--- src/rtl/adc_spi_pkg.sv ---
// adc_spi_pkg
//   Shared definitions for the MCP3008-style ADC responder: the frame
//   state encoding, the configuration-word length and the default
//   widths used as parameter defaults by adc_spi_responder.
package adc_spi_pkg;

   // Frame states, in the order a well-formed frame walks through them.
   typedef enum logic [2:0] {
      ST_IDLE,
      ST_WAIT_START,
      ST_CFG,
      ST_SAMPLE,
      ST_NULL,
      ST_DATA,
      ST_TAIL,
      ST_DONE
   } state_t;

   // SGL/DIFF + D2..D0 for the default 8-channel part.
   localparam int CFG_BITS = 4;

   localparam int DEF_CH_NUM      = 8;
   localparam int DEF_RES_BITS    = 10;
   localparam int DEF_SYNC_STAGES = 2;

endpackage

--- src/rtl/spi_in_sync.sv ---
// spi_in_sync
//   Multi-flop synchronizer for one asynchronous SPI input plus one-clock
//   rise/fall pulses derived from the synchronized level.
// Ports
//   clk   in   system clock
//   rst   in   synchronous, active-high reset (chain loads RST_VAL)
//   d     in   asynchronous input
//   q     out  synchronized level
//   rise  out  1-clk pulse on a synchronized 0->1 transition
//   fall  out  1-clk pulse on a synchronized 1->0 transition
module spi_in_sync #(
   parameter int   STAGES  = 2,
   parameter logic RST_VAL = 1'b0
) (
   input  logic clk,
   input  logic rst,
   input  logic d,
   output logic q,
   output logic rise,
   output logic fall
);

   logic [STAGES-1:0] sync_q;
   logic [STAGES-1:0] sync_d;
   logic              prev_q;
   logic              prev_d;

   always_comb begin
      sync_d = {sync_q[STAGES-2:0], d};
      prev_d = sync_q[STAGES-1];
   end

   always_ff @(posedge clk) begin
      if (rst) begin
         sync_q <= {STAGES{RST_VAL}};
         prev_q <= RST_VAL;
      end else begin
         sync_q <= sync_d;
         prev_q <= prev_d;
      end
   end

   assign q    = sync_q[STAGES-1];
   assign rise = sync_q[STAGES-1] & ~prev_q;
   assign fall = ~sync_q[STAGES-1] & prev_q;

endmodule

--- src/rtl/adc_spi_responder.sv ---
// adc_spi_responder
//   Emulates the ADC side of a 10-bit, 8-channel MCP3008-style SPI link.
//   CS/AD_CLK/DIN are oversampled in the clk domain; the responder decodes
//   START, SGL/DIFF and D2..D0, latches the selected conversion on the
//   following AD_CLK fall and shifts it out MSB-first after a null bit.
// Ports
//   clk, rst        system clock, synchronous active-high reset
//   ad_clk, cs, din SPI from master (ad_clk idle low, cs active low)
//   dout, dout_oe   SPI data to master and its drive enable
//   ch_data         packed channel codes, ch n at [n*RES_BITS +: RES_BITS]
//   sample_ch       channel latched at the sample instant
//   sample_stb      1-clk pulse when the conversion value is latched
//   frame_done      1-clk pulse when the final bit of the frame is driven
//   frame_err       1-clk pulse when cs rises mid-frame
// Build option
//   ADC_LSB_TAIL_EN  after B0, also drive B1..B(RES_BITS-1) LSB-first and
//                    move frame_done to the last tail bit.
module adc_spi_responder
   import adc_spi_pkg::*;
#(
   parameter int CH_NUM      = DEF_CH_NUM,
   parameter int RES_BITS    = DEF_RES_BITS,
   parameter int SYNC_STAGES = DEF_SYNC_STAGES
) (
   input  logic                         clk,
   input  logic                         rst,
   input  logic                         ad_clk,
   input  logic                         cs,
   input  logic                         din,
   output logic                         dout,
   output logic                         dout_oe,
   input  logic [CH_NUM*RES_BITS-1:0]   ch_data,
   output logic [$clog2(CH_NUM)-1:0]    sample_ch,
   output logic                         sample_stb,
   output logic                         frame_done,
   output logic                         frame_err
);

   localparam int IDX_W = $clog2(CH_NUM);
   localparam int CFG_W = 1 + IDX_W;
   localparam int CNT_W = $clog2(RES_BITS + CFG_W);

   // ---------------- input synchronizers ----------------
   logic sclk_q, sclk_rise, sclk_fall;
   logic cs_s, cs_rise, cs_fall;
   logic din_s, din_rise, din_fall;

   spi_in_sync #(.STAGES(SYNC_STAGES), .RST_VAL(1'b0)) u_sync_sclk (
      .clk(clk), .rst(rst), .d(ad_clk), .q(sclk_q), .rise(sclk_rise), .fall(sclk_fall));
   // cs resets high so a reset never looks like a frame start.
   spi_in_sync #(.STAGES(SYNC_STAGES), .RST_VAL(1'b1)) u_sync_cs (
      .clk(clk), .rst(rst), .d(cs), .q(cs_s), .rise(cs_rise), .fall(cs_fall));
   spi_in_sync #(.STAGES(SYNC_STAGES), .RST_VAL(1'b0)) u_sync_din (
      .clk(clk), .rst(rst), .d(din), .q(din_s), .rise(din_rise), .fall(din_fall));

   // Only levels of cs/din and edges of ad_clk matter to the protocol.
   logic unused_sync;
   assign unused_sync = ^{sclk_q, cs_rise, cs_fall, din_rise, din_fall};

   // ---------------- channel selection ----------------
   logic [RES_BITS-1:0] ch_arr [CH_NUM];

   genvar gi;
   generate
      for (gi = 0; gi < CH_NUM; gi++) begin : g_ch
         assign ch_arr[gi] = ch_data[gi*RES_BITS +: RES_BITS];
      end
   endgenerate

   // ---------------- state ----------------
   state_t              state_q, state_d;
   logic [CNT_W-1:0]    cnt_q, cnt_d;
   logic [CFG_W-1:0]    cfg_q, cfg_d;
   logic [RES_BITS-1:0] result_q, result_d;
   logic                dout_q, dout_d;
   logic                oe_q, oe_d;
   logic [IDX_W-1:0]    sample_ch_q, sample_ch_d;
   logic                stb_q, stb_d;
   logic                done_q, done_d;
   logic                err_q, err_d;

   logic [IDX_W-1:0]    sel;
   logic [IDX_W-1:0]    pair;
   logic [RES_BITS-1:0] conv;

   // Differential mode pairs each channel with its LSB-flipped partner;
   // a negative difference saturates to zero.
   always_comb begin
      sel  = cfg_q[IDX_W-1:0];
      pair = sel ^ IDX_W'(1);
      if (cfg_q[CFG_W-1]) begin
         conv = ch_arr[sel];
      end else if (ch_arr[sel] > ch_arr[pair]) begin
         conv = ch_arr[sel] - ch_arr[pair];
      end else begin
         conv = '0;
      end
   end

   always_comb begin
      state_d     = state_q;
      cnt_d       = cnt_q;
      cfg_d       = cfg_q;
      result_d    = result_q;
      dout_d      = dout_q;
      oe_d        = oe_q;
      sample_ch_d = sample_ch_q;
      stb_d       = 1'b0;
      done_d      = 1'b0;
      err_d       = 1'b0;

      if (cs_s) begin
         // cs high overrides any same-cycle ad_clk edge.
         state_d = ST_IDLE;
         dout_d  = 1'b0;
         oe_d    = 1'b0;
         if (state_q inside {ST_CFG, ST_SAMPLE, ST_NULL, ST_DATA, ST_TAIL}) begin
            err_d = 1'b1;
         end
      end else begin
         unique case (state_q)
            ST_IDLE: begin
               state_d = ST_WAIT_START;
            end
            ST_WAIT_START: begin
               // Leading zero clocks are simply skipped.
               if (sclk_rise && din_s) begin
                  state_d = ST_CFG;
                  cnt_d   = '0;
               end
            end
            ST_CFG: begin
               if (sclk_rise) begin
                  cfg_d = {cfg_q[CFG_W-2:0], din_s};
                  if (cnt_q == CNT_W'(CFG_W-1)) begin
                     state_d = ST_SAMPLE;
                  end else begin
                     cnt_d = cnt_q + 1'b1;
                  end
               end
            end
            ST_SAMPLE: begin
               if (sclk_fall) begin
                  result_d    = conv;
                  sample_ch_d = sel;
                  stb_d       = 1'b1;
                  dout_d      = 1'b0;
                  oe_d        = 1'b1;
                  state_d     = ST_NULL;
               end
            end
            ST_NULL: begin
               if (sclk_fall) begin
                  dout_d  = result_q[RES_BITS-1];
                  cnt_d   = CNT_W'(RES_BITS-2);
                  state_d = ST_DATA;
               end
            end
            ST_DATA: begin
               if (sclk_fall) begin
                  dout_d = result_q[cnt_q];
                  if (cnt_q == '0) begin
`ifdef ADC_LSB_TAIL_EN
                     state_d = ST_TAIL;
                     cnt_d   = CNT_W'(1);
`else
                     done_d  = 1'b1;
                     state_d = ST_DONE;
`endif
                  end else begin
                     cnt_d = cnt_q - 1'b1;
                  end
               end
            end
`ifdef ADC_LSB_TAIL_EN
            ST_TAIL: begin
               if (sclk_fall) begin
                  dout_d = result_q[cnt_q];
                  if (cnt_q == CNT_W'(RES_BITS-1)) begin
                     done_d  = 1'b1;
                     state_d = ST_DONE;
                  end else begin
                     cnt_d = cnt_q + 1'b1;
                  end
               end
            end
`endif
            ST_DONE: begin
               // The last bit stays on the wire until the master has had
               // its rising edge; the following fall releases the line.
               if (sclk_fall) begin
                  dout_d = 1'b0;
                  oe_d   = 1'b0;
               end
            end
            default: begin
               state_d = ST_IDLE;
            end
         endcase
      end
   end

   always_ff @(posedge clk) begin
      if (rst) begin
         state_q     <= ST_IDLE;
         cnt_q       <= '0;
         cfg_q       <= '0;
         result_q    <= '0;
         dout_q      <= 1'b0;
         oe_q        <= 1'b0;
         sample_ch_q <= '0;
         stb_q       <= 1'b0;
         done_q      <= 1'b0;
         err_q       <= 1'b0;
      end else begin
         state_q     <= state_d;
         cnt_q       <= cnt_d;
         cfg_q       <= cfg_d;
         result_q    <= result_d;
         dout_q      <= dout_d;
         oe_q        <= oe_d;
         sample_ch_q <= sample_ch_d;
         stb_q       <= stb_d;
         done_q      <= done_d;
         err_q       <= err_d;
      end
   end

   assign dout       = dout_q;
   assign dout_oe    = oe_q;
   assign sample_ch  = sample_ch_q;
   assign sample_stb = stb_q;
   assign frame_done = done_q;
   assign frame_err  = err_q;

endmodule

--- config.mk ---
export PLATFORM = sky130hd
export DESIGN_NAME = adc_spi_responder
export DESIGN_NICKNAME = d
export VERILOG_FILES = /design/src/rtl/adc_spi_pkg.sv /design/src/rtl/spi_in_sync.sv /design/src/rtl/adc_spi_responder.sv
export SDC_FILE = /design/constraint.sdc
export NUM_CORES = 1
export LEC_CHECK = 0
export BUFFER_PORTS_ARGS = -buffer_cell sky130_fd_sc_hd__buf_2
export CORE_ASPECT_RATIO = 0.6
export CORE_UTILIZATION = 48
export CTS_BUF_LIST = sky130_fd_sc_hd__clkbuf_16
export DETAILED_ROUTE_END_ITERATION = 16
export HOLD_SLACK_MARGIN = 0.06
export PLACE_DENSITY = 0.77
export SYNTH_ARGS = -nofsm -noshare
export SYNTH_HDL_FRONTEND = slang
export SYNTH_SLANG_ARGS = --single-unit
--- constraint.sdc ---
create_clock -name clk -period 2.95 [get_ports clk]
set_input_delay 0.4425 -clock clk [delete_from_list [all_inputs] [get_ports clk]]
set_output_delay 0.4425 -clock clk [all_outputs]
set_load 0.02 [all_outputs]
Word level (Yosys, flattened, before mapping). Index checks and enable logic that the tools add are counted. W data, S select, Z words.

Flip-flop bits (word level): 36. Input bits: 85. Output and inout bits: 8.

Add/subtract/negate cells: 3. $lt $le $gt $ge: 4. Equal/unequal tests: 19. Multiplexer cells: 34. Bitwise operators: 12. Reduce and logical (&&, ||, !) cells: 18.

Operators with widths (number): $bmux W10 S3 (2); $mux W10 (6); $mux W4 (6); $mux W3 (7); $pmux W3 S7 (1); $ne A2 B2 Y1 const B (8); $pmux W4 S4 (1); $reduce_and A8 Y1 (2); $eq A3 B3 Y1 const B (4); $gt A10 B10 Y1 (1); $sub A10 B10 Y10 (1); $reduce_and A3 Y1 (3); $ge A4 B4 Y1 const B (2); $mux W1 (8); $not A1 Y1 (8); $not A3 Y4 (2); $eq A3 B2 Y1 const B (2); $ne A2 B1 Y1 const B (3); $reduce_or A2 Y1 (3); $lt A4 B5 Y1 const B (1); $reduce_bool A5 Y1 (1); $add A4 B1 Y4 const B (1); $bmux W1 S4 (1); $eq A4 B2 Y1 const B (1); other kinds (14) (15).

Longest topological paths before layout.
Word-level depth: 8. Gate-level depth with buffers: 13. Depth with buffers taken out: 10.

By module. A second synthesis with hierarchy kept.

Cells, all modules: 345. Area, all modules: 3368.2 µm².

Modules (own cells, without submodules): adc_spi_responder (instances 1, cells each 321, area each 3093.0 µm², seq. area each 580.6 µm²); spi_in_sync (u_sync_din ...) (instances 2, cells each 8, area each 91.3 µm², seq. area each 60.1 µm²); spi_in_sync (u_sync_cs) (instances 1, cells each 8, area each 92.6 µm², seq. area each 60.1 µm²).

Worst setup path after synthesis. No wires, ideal clock.

Kind: reg-to-reg. From: register cfg_q[2]. To: register result_q[8]. Library setup time: 0.091 ns. Arrival: 3.056 ns. Slack: -0.197 ns. Cell stages (with the launch flop): 12. Path buffers: 4. Period minus slack after synthesis: 3.147 ns. Path through: dfxtp_1 > bufbuf_16 > buf_2 > buf_2 > mux4_1 > ha_1 > buf_2 > a21oi_1 > mux2_2 > nor3b_1 > nand3_1 > a311oi_1.

Cells in the longest elaborated chain, start to end: 7. Elaborated cells between the ends (all ways): 12. Those cells by class: 1 x add/sub; 1 x order compare; 8 x mux; 2 x bitwise.

Ends and longest elaborated chain: from (decl) (line adc_spi_responder.sv:73) `logic [CFG_W-1:0] cfg_q, cfg_d;`; from (signal assigned) (line adc_spi_responder.sv:218) `cfg_q <= cfg_d;`; $not A3 Y4, on equally long branches (line adc_spi_responder.sv:92, adc_spi_responder.sv:93, adc_spi_responder.sv:94); $bmux W10 S3, on equally long branches (line adc_spi_responder.sv:92, adc_spi_responder.sv:93, adc_spi_responder.sv:94); $mux W10, on equally long branches (2 in a row) (line adc_spi_responder.sv:92, adc_spi_responder.sv:93, adc_spi_responder.sv:94); $sub A10 B10 Y10 / $gt A10 B10 Y1 (equally long branches) (line adc_spi_responder.sv:94, adc_spi_responder.sv:93); $mux W10 (line adc_spi_responder.sv:93) `end else if (ch_arr[sel] > ch_arr[pair]) begin`; $mux W10 (*) (line adc_spi_responder.sv:91) `if (cfg_q[CFG_W-1]) begin`; to (signal assigned) (line adc_spi_responder.sv:219) `result_q <= result_d;`; to (decl) (line adc_spi_responder.sv:74) `logic [RES_BITS-1:0] result_q, result_d;`.

Every way passes the cells marked *; elsewhere a longest branch is shown, timed or not. The select of a mux whose other input is x is not followed. A chain may end at the register's enable or synchronous reset.

Worst setup path after layout.
From: register cfg_q[1]. To: register result_q[2].

Same word-level chain as after synthesis.

==> results.json <==
{
  "clock-sinks": 36,
  "vdd_drop_max_mv": 0.238,
  "post-synth-top-count-cell": "mux2i_1",
  "drt_drc_violations_left": 0,
  "die_h_microns": 66.3,
  "clockRootBuffer": "clkbuf_16",
  "cp-end-kind": "flop",
  "dr.pass1.iters": 4,
  "final_max_slew_viol_count": 0,
  "finalSetupViolCount": 0,
  "cp.arrival_ns": 3.06,
  "n_antenna_cell": 0,
  "synthTopCellsByCount": "mux2i_1 (43), dfxtp_1 (36), nor2_1 (32)",
  "timing.final.crit_share_pct": 99.6,
  "grt_max_degree": 35,
  "yosysWarnings": 0,
  "synth_top_area_share_pct": 21.8,
  "min_path_type": "primary input to flop",
  "critPathMaxStageDelay_ns": 0.40,
  "synth_edf_count": 0,
  "clock.fmax_ghz": 0.340,
  "drt_iter0_markers": 283,
  "cts.reportedPaths.clkPinSlew_ns": 0.05,
  "slowest_stage": "dfxtp_4",
  "area_growth_pct": 25.6,
  "ios": 93,
  "p_leak_nw": 1.58,
  "h-tree-depth": 2,
  "final.min_clock_period_ns": 2.94,
  "relSlewSlack_pct": 54.0,
  "dp_hpwl_microns": 6340,
  "ys_seq_elements": 36,
  "power_density_nw_per_um2": 312,
  "clk_latency_ns": 0.27,
  "grt_pass1_vias": 2886,
  "cts_buffer_depth": 2,
  "ant_nets": 0,
  "fill_cells": 554,
  "start_util_pct": 49.5,
  "place.gp.congestion": 0.994,
  "fp.dieW_microns": 109,
  "grt_pass1_wl_microns": 13500,
  "cts_tree": "built",
  "p_total_mw": 1.30,
  "post-route-util_pct": 62.2,
  "drive_gt1_share_pct": 39.2,
  "nets": 533,
  "core_area_sq_um": 6680,
  "cts_hold_buf": 0,
  "path_class": "flop to flop",
  "seq_area_frac_synth_pct": 21.8,
  "synth_top_cell_by_area": "dfxtp_1",
  "port_buffers": 92,
  "hold_viol": 0,
  "netlist-cell-type-count": 55,
  "cp_cell_sequence": "buf_6 > mux2i_2 > mux4_2 > clkinv_1 > ha_1 > a21oi_2 > nor2_1 > a211oi_4 > o2bb2ai_4 > a32oi_1 > a211oi_1",
  "synth_flop_cell": "dfxtp_1",
  "holdWs_ns": 0.352,
  "viasPerCell": 5.86,
  "synth_area_per_cell_sq_um": 9.72,
  "cp_max_fo": 13,
  "crit_required_ns": 3.08,
  "drt-total-wl_microns": 8480,
  "setup.worst_path.start_class": "flop",
  "rows": 23,
  "dieArea_sq_um": 7230,
  "synth_fp_nets": 439,
  "ys_async_sr_fraction_pct": 0,
  "via_count": 3053,
  "grt_overflow": 0,
  "fin_skew_ns": 0.00160,
  "synth_cells": 340,
  "wl_per_cell_microns": 16.3,
  "antenna_found_initial": 0,
  "cts_buffers": 5,
  "grt_usage_pct": 24.1,
  "status": "complete, no violations",
  "tightest_slew_ns": 0.689,
  "syn_area_sq_um": 3310,
  "synth_top_cells_by_area": "dfxtp_1 (22%), mux2i_1 (13%), mux4_2 (10%)",
  "drv_cap": 0
}
what timing repair did:
item                                    CTS  global route
pin swaps                                 0             4
buffers inserted                          0             1
endpoints found under the setup margin    2            10
endpoints found under the hold margin     0             0
resized for setup                         2            28
cloned                                    0             2
through the flow:
stage	setup WS [ns]	cell area [sq um]	instances	setup TNS, ns
finish	0.0119	4150	521	0
global route	-0.123	4150	521	-0.302
CTS	0.000618	3960	518	0
detailed placement	-0.0610	3820	511	-0.361
global placement	-0.00619	3820	511	-0.00619
floorplan	0.00260	3340	340	0
critical path, delay by kind of cell, from the launching register on:
family	cells	cell delay (ns)
buffers and inverters	2	0.28
muxes	2	0.57
and+or+nand+nor	1	0.11
AOI/OAI and AO/OA	5	1.08
adders and majority gates	1	0.35
DFF	1	0.40
metal layers:
metal / routed length (microns) / vias up / GRT usage, %
met5: 0 / - / 0
met2: 3790 / 140 / 36.6
met4: 73 / 0 / 4.73
met3: 623 / 12 / 5.71
li1: - / 1482 / -
met1: 3990 / 1419 / 34.6
registers in the layout, summed over array words and instances (netlist names):
name                cells
result_q               10
cfg_q                   4
cnt_q                   4
sample_ch               3
state_q                 3
u_sync_cs.sync_q        2
u_sync_din.sync_q       2
u_sync_sclk.sync_q      2
dout                    1
dout_oe                 1
frame_done              1
frame_err               1
sample_stb              1
u_sync_sclk.prev_q      1
kinds of logic (layout without fill, tap and decap cells):
logic type                 count (synthesis)  in the layout  share of synthesized area (%)
AOI/OAI and AO/OA                         70             71                           14.6
xor gates and xnor gates                   6              6                           1.59
adders and majority gates                 14             14                           5.75
buffers and inverters                     41            134                           9.01
DFF                                       36             36                           21.8
muxes                                     70             70                           31.4
and+or+nand+nor                          103            103                           15.8
worst paths after layout:
path,start,endpoint,slack [ns],depth (start not counted)
max,cfg_q[1]$_SDFFE_PP0P_,result_q[2]$_SDFFE_PP0P_,0.01,11
min,cs,u_sync_cs.sync_q[0]$_SDFF_PP1_,0.35,2
max reg2reg,cfg_q[1]$_SDFFE_PP0P_,result_q[2]$_SDFFE_PP0P_,0.01,11
min reg2reg,u_sync_cs.sync_q[0]$_SDFF_PP1_,u_sync_cs.sync_q[1]$_SDFF_PP1_,0.41,1
cells in the final DEF, fill, tap and decap left out, types with 5 or more instances in the layout:
cell,n
a211oi_1,5
a21oi_1,22
buf_2,92
buf_4,12
clkbuf_16,6
clkinv_1,8
dfxtp_1,35
ha_1,9
inv_1,9
mux2i_1,38
mux2i_2,5
mux4_1,8
mux4_2,16
nand2_1,17
nand2b_1,5
nand3_1,13
nand3b_1,5
nor2_1,31
nor2b_1,9
nor3_1,5
o21a_1,5
o21ai_0,10
final cells by class:
| type | count | area (sq um) | area share [%] |
|---|---|---|---|
| clock buffer | 5 | 125 | 3.01 |
| clock inverter | 2 | 7.51 | 0.181 |
| inverter | 17 | 65.1 | 1.57 |
| multi-input combinational | 264 | 2460 | 59.3 |
| sequential | 36 | 724 | 17.5 |
| tap | 87 | 109 | 2.62 |
| timing repair buffer | 110 | 658 | 15.9 |
report_power, final:
group	internal (mW)	switching [mW]
clock	0.302	0.186
combinational	0.158	0.156
sequential	0.490	0.00399
Note: power is estimated with default switching activity, not from simulation.
